--- src/rtl/iq_decimator.sv ---
// iq_decimator: keeps one I/Q sample per DECIM-sample group at a selectable
// phase and buffers the kept samples in a first-word-fall-through FIFO.
// The input is never stalled; a kept sample that finds the FIFO full with no
// simultaneous pop is dropped and the sticky overflow flag is raised.
// Optional feature macro: IQ_DECIM_AVG_EN. When defined, each kept value is
// the floor-divided mean of its window instead of the single picked sample.
module iq_decimator #(
    parameter int DATA_W     = 12,
    parameter int DECIM      = 4,
    parameter int FIFO_DEPTH = 8
) (
    input  logic                          clk,
    input  logic                          rst,
    input  logic                          in_valid,
    input  logic [DATA_W-1:0]             in_data_i,
    input  logic [DATA_W-1:0]             in_data_q,
    output logic                          in_ready,
    input  logic [$clog2(DECIM)-1:0]      phase,
    output logic                          out_valid,
    output logic [DATA_W-1:0]             out_data_i,
    output logic [DATA_W-1:0]             out_data_q,
    input  logic                          out_ready,
    output logic [$clog2(FIFO_DEPTH):0]   level,
    output logic                          overflow
);

    localparam int CNT_W = $clog2(DECIM);
    localparam int PTR_W = $clog2(FIFO_DEPTH);
    localparam int LVL_W = PTR_W + 1;
    localparam logic [LVL_W-1:0] FULL = LVL_W'(FIFO_DEPTH);

    logic [CNT_W-1:0]    cnt_q, cnt_d;
    logic [PTR_W-1:0]    wr_ptr_q, wr_ptr_d;
    logic [PTR_W-1:0]    rd_ptr_q, rd_ptr_d;
    logic [LVL_W-1:0]    level_q, level_d;
    logic                overflow_q, overflow_d;
    logic [2*DATA_W-1:0] fifo_mem [FIFO_DEPTH];
    logic [2*DATA_W-1:0] head;

    logic                keep, pop, push;
    logic [DATA_W-1:0]   wr_data_i, wr_data_q;

`ifdef IQ_DECIM_AVG_EN
    localparam int ACC_W = DATA_W + CNT_W;

    logic signed [ACC_W-1:0] acc_i_q, acc_i_d, acc_q_q, acc_q_d;
    logic signed [ACC_W-1:0] sum_i, sum_q;

    // Running window sums; the kept value is the sum shifted right by
    // log2(DECIM), which is just the upper DATA_W bits of the sum.
    always_comb begin
        sum_i     = acc_i_q + {{CNT_W{in_data_i[DATA_W-1]}}, in_data_i};
        sum_q     = acc_q_q + {{CNT_W{in_data_q[DATA_W-1]}}, in_data_q};
        wr_data_i = sum_i[ACC_W-1:CNT_W];
        wr_data_q = sum_q[ACC_W-1:CNT_W];
        acc_i_d   = acc_i_q;
        acc_q_d   = acc_q_q;
        if (in_valid) begin
            acc_i_d = keep ? '0 : sum_i;
            acc_q_d = keep ? '0 : sum_q;
        end
    end

    // Accumulator registers; cleared at every keep so windows start fresh.
    always_ff @(posedge clk) begin
        if (rst) begin
            acc_i_q <= '0;
            acc_q_q <= '0;
        end else begin
            acc_i_q <= acc_i_d;
            acc_q_q <= acc_q_d;
        end
    end
`else
    // Pick mode: the kept sample goes into the FIFO unchanged.
    always_comb begin
        wr_data_i = in_data_i;
        wr_data_q = in_data_q;
    end
`endif

    // Group counter, keep decision and FIFO bookkeeping.
    always_comb begin
        keep       = in_valid && (cnt_q == phase);
        pop        = (level_q != '0) && out_ready;
        // A full FIFO still accepts a push when the head leaves in the same edge.
        push       = keep && ((level_q != FULL) || pop);
        cnt_d      = in_valid ? cnt_q + CNT_W'(1) : cnt_q;
        wr_ptr_d   = push ? wr_ptr_q + PTR_W'(1) : wr_ptr_q;
        rd_ptr_d   = pop  ? rd_ptr_q + PTR_W'(1) : rd_ptr_q;
        level_d    = level_q;
        if (push && !pop)
            level_d = level_q + LVL_W'(1);
        else if (pop && !push)
            level_d = level_q - LVL_W'(1);
        overflow_d = overflow_q | (keep && (level_q == FULL) && !pop);
    end

    // Control state registers.
    always_ff @(posedge clk) begin
        if (rst) begin
            cnt_q      <= '0;
            wr_ptr_q   <= '0;
            rd_ptr_q   <= '0;
            level_q    <= '0;
            overflow_q <= 1'b0;
        end else begin
            cnt_q      <= cnt_d;
            wr_ptr_q   <= wr_ptr_d;
            rd_ptr_q   <= rd_ptr_d;
            level_q    <= level_d;
            overflow_q <= overflow_d;
        end
    end

    // FIFO storage; not reset, the level count masks stale entries.
    always_ff @(posedge clk) begin
        if (!rst && push)
            fifo_mem[wr_ptr_q] <= {wr_data_i, wr_data_q};
    end

    // First-word-fall-through output, forced to zero while empty.
    always_comb begin
        head       = fifo_mem[rd_ptr_q];
        in_ready   = 1'b1;
        out_valid  = (level_q != '0);
        out_data_i = out_valid ? head[2*DATA_W-1:DATA_W] : '0;
        out_data_q = out_valid ? head[DATA_W-1:0]        : '0;
        level      = level_q;
        overflow   = overflow_q;
    end

endmodule

--- config.mk ---
export PLATFORM = sky130hd
export DESIGN_NAME = iq_decimator
export DESIGN_NICKNAME = d
export VERILOG_FILES = /design/src/rtl/iq_decimator.sv
export SDC_FILE = /design/constraint.sdc
export NUM_CORES = 1
export LEC_CHECK = 0
export ABC_AREA = 1
export CAP_MARGIN = 20
export CORE_ASPECT_RATIO = 1.75
export CORE_MARGIN = 10
export CORE_UTILIZATION = 40
export DETAILED_ROUTE_END_ITERATION = 7
export PLACE_DENSITY = 0.69
export SLEW_MARGIN = 20
export SYNTH_ARGS = -nofsm -noshare
export SYNTH_HDL_FRONTEND = slang
export SYNTH_SLANG_ARGS = --single-unit
--- constraint.sdc ---
create_clock -name clk -period 2.6 [get_ports clk]
set_clock_uncertainty 0.15 [all_clocks]
set_input_delay 0.65 -clock clk [delete_from_list [all_inputs] [get_ports clk]]
set_output_delay 0.65 -clock clk [all_outputs]
set_load 0.01 [all_outputs]
---- After elaboration in Yosys (flattened, before gate mapping) ----
Memories as Yosys holds them, arrays and structs flattened. A register that Yosys moved wholly into a read port is not among the register bits.
Cells that the tools add are included.
operators by class
  eq/ne operators ......................... 3
  $add $sub $neg .......................... 5
  bitwise logic cells ..................... 1
  mux-type cells .......................... 8
  reduce and logical (&&, ||, !) cells .... 14
operators by type and width
  kind                                                                 count
  12-bit two-way mux                                                   2
  1-bit logical AND                                                    8
  4-bit two-way mux                                                    2
  3-bit by 1-bit adder with 3-bit output (second input constant)       2
  3-bit two-way mux                                                    2
  4-bit by 1-bit adder with 4-bit output (second input constant)       1
  4-bit equality test (second input constant)                          1
  4-bit inequality test (second input constant)                        1
  4-bit nonzero test                                                   1
  4-bit by 1-bit subtractor with 4-bit output (second input constant)  1
  1-bit logical NOT                                                    3
  2-bit by 1-bit adder with 2-bit output (second input constant)       1
  2-bit equality test                                                  1
  1-bit two-way mux                                                    2
  2-bit nonzero test                                                   1
  1-bit logical OR                                                     1
  1-bit bitwise OR                                                     1
word-level totals
  memories ................................ 1
  RAM bits ................................ 192
  input port bits ......................... 30
  bits in registers ....................... 13
  logic and storage cells ................. 37
memories
  name      depth  bits a word  rd ports  clocked after Yosys merged registers in  write ports  RTL line  RTL
  fifo_mem  8      24           1         1                                        1            37        logic [2*DATA_W-1:0] fifo_mem [FIFO_DEPTH];

---- Longest topological paths before layout ----
  depth after elaboration ................. 8
  gate-level depth with buffers ........... 16
  gate-level depth less buffers ........... 16

---- Worst setup path after synthesis ----
OpenSTA, ideal clock, no wires.
  path type ............................... input to register
  start ................................... input port phase[0]
  end ..................................... memory fifo_mem[0][0] in the netlist's numbering (enable)
  path slack .............................. -0.240 ns
  data required time ...................... 2.045 ns
  library setup time ...................... 0.405 ns
  arrival time ............................ 2.285 ns
  buffers on the path ..................... 0
  stages .................................. 8
  cell sequence ........................... inv_1 > nand2_1 > nand2_1 > nor2_1 > nand3_2 > inv_1 > nand2_2 > nor2_1
on the way
  longest elaborated chain between the ends .. 6
ends and longest elaborated chain
  what                                     RTL line  RTL
  start: declaration                       18        input logic [$clog2(DECIM)-1:0] phase,
  2-bit equality test                      84        keep = in_valid && (cnt_q == phase);
  1-bit logical AND                        84
  1-bit logical AND                        87        push = keep && ((level_q != FULL) || pop);
  1-bit logical AND                        118       if (!rst && push)
  1-bit two-way mux                        118
  1-bit two-way mux (not written as such)  119       fifo_mem[wr_ptr_q] <= {wr_data_i, wr_data_q};
  end: declaration                         37
No other way between the ends.

==> metrics <==
number of synthesized register bits=208; WHS=between 0.3 and 0.4 ns; largest stage delay on the critical path=0.38 ns; aggregate global-route resource usage=13.5%; clock root buffer=sky130_fd_sc_hd__clkbuf_16; DIE AREA=0.0278 mm2; Reg power frac=a little under two fifths; Max Cap Viol=0; Clk pin slew, worst setup/hold paths=0.06 ns; Max Buffers Root-to-Sink=3; Ports=between 60 and 70; time the final worst path needs with I/O delays and setup=approximately 2.7 ns; ratio of final minimum period to clock period=104%; layout net count=~880; Rows=70; number of levels in the clock H-tree=1; Top cell by count, worst path=sky130_fd_sc_hd__nor2_1; IO Port Bufs=59; count of inserted antenna diode cells=0; count of placed standard cells in the final layout, fillers left out=~1,100; synth-to-layout area growth=26.8%; data arrival time of the critical path=1.90 ns; final antenna-violating net count=0; Power Internal=~7100 uW; category of cells accounting for the largest share of critical-path delay=buffers and inverters; final routed wirelength across all metal layers=19.1 mm; unrepaired setup endpoints after global routing=true; clk sinks=208; Post-Synthesis Cell Area=0.00851 mm2; category of the most critical setup path=reg2out; routing usage on met3=2.31%; clock tree from TritonCTS=built; max-slew violation count=0; drt initial violations=363; Hold Path Class=reg2reg; number of global-route vias before repair=5,748; outcome=finished with violations; relative contribution of the clock network to total power=28.5%; worst hold start=overflow; length of the first detailed-routing pass in iterations=4; hold violation total from the final report=0; instance count after placement with tap cells included=1,055; Fmax=371 MHz; number of buffers added by the clock tree synthesis step=19; final critical-path setup slack=-0.0971 ns; core footprint=0.0209 mm2; largest net degree at the start of global routing=26; reported net switching power=3120 uW; Die W=130 um; fraction of final layout cells sized beyond drive strength 1=20.3%; Finished Core Util=between 50% and 60%; first-pass GRT wire length=29.0 mm; Async SR Flop Fraction=0%; failing checks=negative setup slack; total of endpoints with negative setup slack in the final report=15; number of standard cells after synthesis=735; sort of element at the end of the critical path=output port; Buf/Inv on CP=4; reg-to-reg startpoint=level[0]; VDD IR-drop max=0.750 mV; Worst path slowest cell=sky130_fd_sc_hd__dfxtp_4; power density of the placed cells=943 mW/mm2; DRC violation count after routing=0; met2 usage=26.5%; startpoint type of the worst setup path=register; most common flop cell mapped by yosys=sky130_fd_sc_hd__edfxtp_1; post-synthesis area per instance=11.6 um2; count of flip-flops with a built-in enable after synthesis=~190; crit-path cells=buf_4 -> buf_6 -> clkbuf_16 -> nor2_1 -> nor2_1 -> o21ai_1 -> nand3_1 -> nand2_1 -> nor2_1 -> buf_2; met1 demand-to-capacity share in global routing=13.1%; DP HPWL=11.1 mm; sequential fraction of the synthesis area=71.5%; leakage power=0.00388 uW; busiest grt layer=met2; switching share of power=30.6%; combinational share of power=roughly a third; Final Wtd Congestion=0.772; Die Height=213 um; Post-Synthesis Net Count=771; vias after detailed routing=5,736; Crit Path Max Fanout=6; detailed-route vias per instance=5.17; total congestion overflow=0; effective utilization at floorplan=between 40% and 50%; initial antenna violation count=2; Data required, critical path=1.80 ns; YS warnings=0; post-detailed-route wirelength per cell=17.2 um; number of library cell types mapped by synthesis=29; clock insertion delay at the later pin of the skew report=0.47 ns
cells in the mapped netlist, drive strengths merged (2+ instances only):
library cell | instances | area share [%]
nor2 | 234 | 10
edfxtp | 192 | 68
o21ai | 126 | 7.4
nand2 | 46 | 2.1
nand3 | 35 | 2.2
buf | 26 | 2.6
inv | 20 | 0.91
dfxtp | 16 | 3.8
clkbuf | 14 | 0.66
a21oi | 11 | 0.65
ha | 5 | 0.73
xor2 | 3 | 0.31
nand4 | 2 | 0.15
registers in the layout, indices dropped and copies added (netlist names), named ones only:
signal    count
cnt_q         2
level         4
overflow      1
rd_ptr_q      3
fifo_mem    192
wr_ptr_q      3
kinds of logic (layout without fill, tap and decap cells):
kind of cell	Yosys count	after routing	synth area share (%)
flip-flops	208	208	71.5
AO/OA/AOI/OAI	137	137	8.05
adder cells (fa/ha/maj)	6	6	0.970
other	1	1	0.0440
AND/OR/NAND/NOR	320	320	14.9
buffers and inverters	60	182	4.22
XOR/XNOR	3	3	0.309
placed cells by master (no fill, tap or decap), types with 22 or more instances in the layout:
cell type / instances
sky130_fd_sc_hd__nor2_1: 199
sky130_fd_sc_hd__clkdlybuf4s50_1: 34
sky130_fd_sc_hd__nand2_1: 45
sky130_fd_sc_hd__nor2_2: 30
sky130_fd_sc_hd__clkbuf_16: 22
sky130_fd_sc_hd__buf_2: 23
sky130_fd_sc_hd__nand3_1: 33
sky130_fd_sc_hd__o21ai_1: 78
sky130_fd_sc_hd__buf_4: 32
sky130_fd_sc_hd__edfxtp_1: 192
sky130_fd_sc_hd__o21ai_0: 40
worst min-delay path, cell delays in order, from the launching register on:
cell	delay (ns)
sky130_fd_sc_hd__dfxtp_1	0.31
sky130_fd_sc_hd__inv_1	0.04
sky130_fd_sc_hd__a21oi_1	0.05
layer usage:
metal / vias up / share of wire, %
met5: - / 0.089
met4: 4 / 3.2
met3: 51 / 4.2
met2: 123 / 56
met1: 2787 / 36
li1: 2771 / -
through the flow:
stage | setup slack [ns] | area [um2] | TNS (ns) | total power (uW)
finish | -0.0971 | 10800 | -0.538 | 10200
global route | -0.195 | 10800 | -3.03 | 10700
global placement | -0.310 | 9740 | -0.806 | 6920
CTS | -0.0562 | 10600 | -0.362 | 10100
detailed placement | -0.351 | 9740 | -1.54 | 6960
floorplan | -0.240 | 8520 | -34.14 | 5570
layout make-up:
| type | count | area (um2) |
|---|---|---|
| Fill cell | 1666 | 10100 |
| Sequential cell | 208 | 6090 |
| Multi-Input combinational cell | 467 | 2210 |
| Clock inverter | 8 | 150 |
| Timing Repair Buffer | 128 | 1410 |
| Inverter | 20 | 92.6 |
| Timing Repair inverter | 1 | 8.76 |
| Clock buffer | 25 | 508 |
| Tap cell | 252 | 315 |
power groups by stage:
stage / logic, uW / clock network, uW / registers [uW]
finish: 3490 / 2900 / 3780
detailed placement: 3110 / 0 / 3850
CTS: 3330 / 2960 / 3780
global route: 3820 / 3100 / 3790
floorplan: 1710 / 0 / 3850
global placement: 3070 / 0 / 3850
final timing paths:
path,endpoint,slack [ns],cells after the start
max,out_data_q[11],-0.1,10
min reg2reg,overflow,0.30,2
min,overflow,0.30,2
max reg2reg,level[3],0.35,12
timing repair:
item,in CTS,in global routing
buffers inserted,10,3
pin swaps,9,31
gates cloned,5,4
hold endpoints to repair,0,0
endpoints found under the setup margin,25,26
resized for setup,158,44
hold buffers,0,0
(Power assumes the default switching activity.)
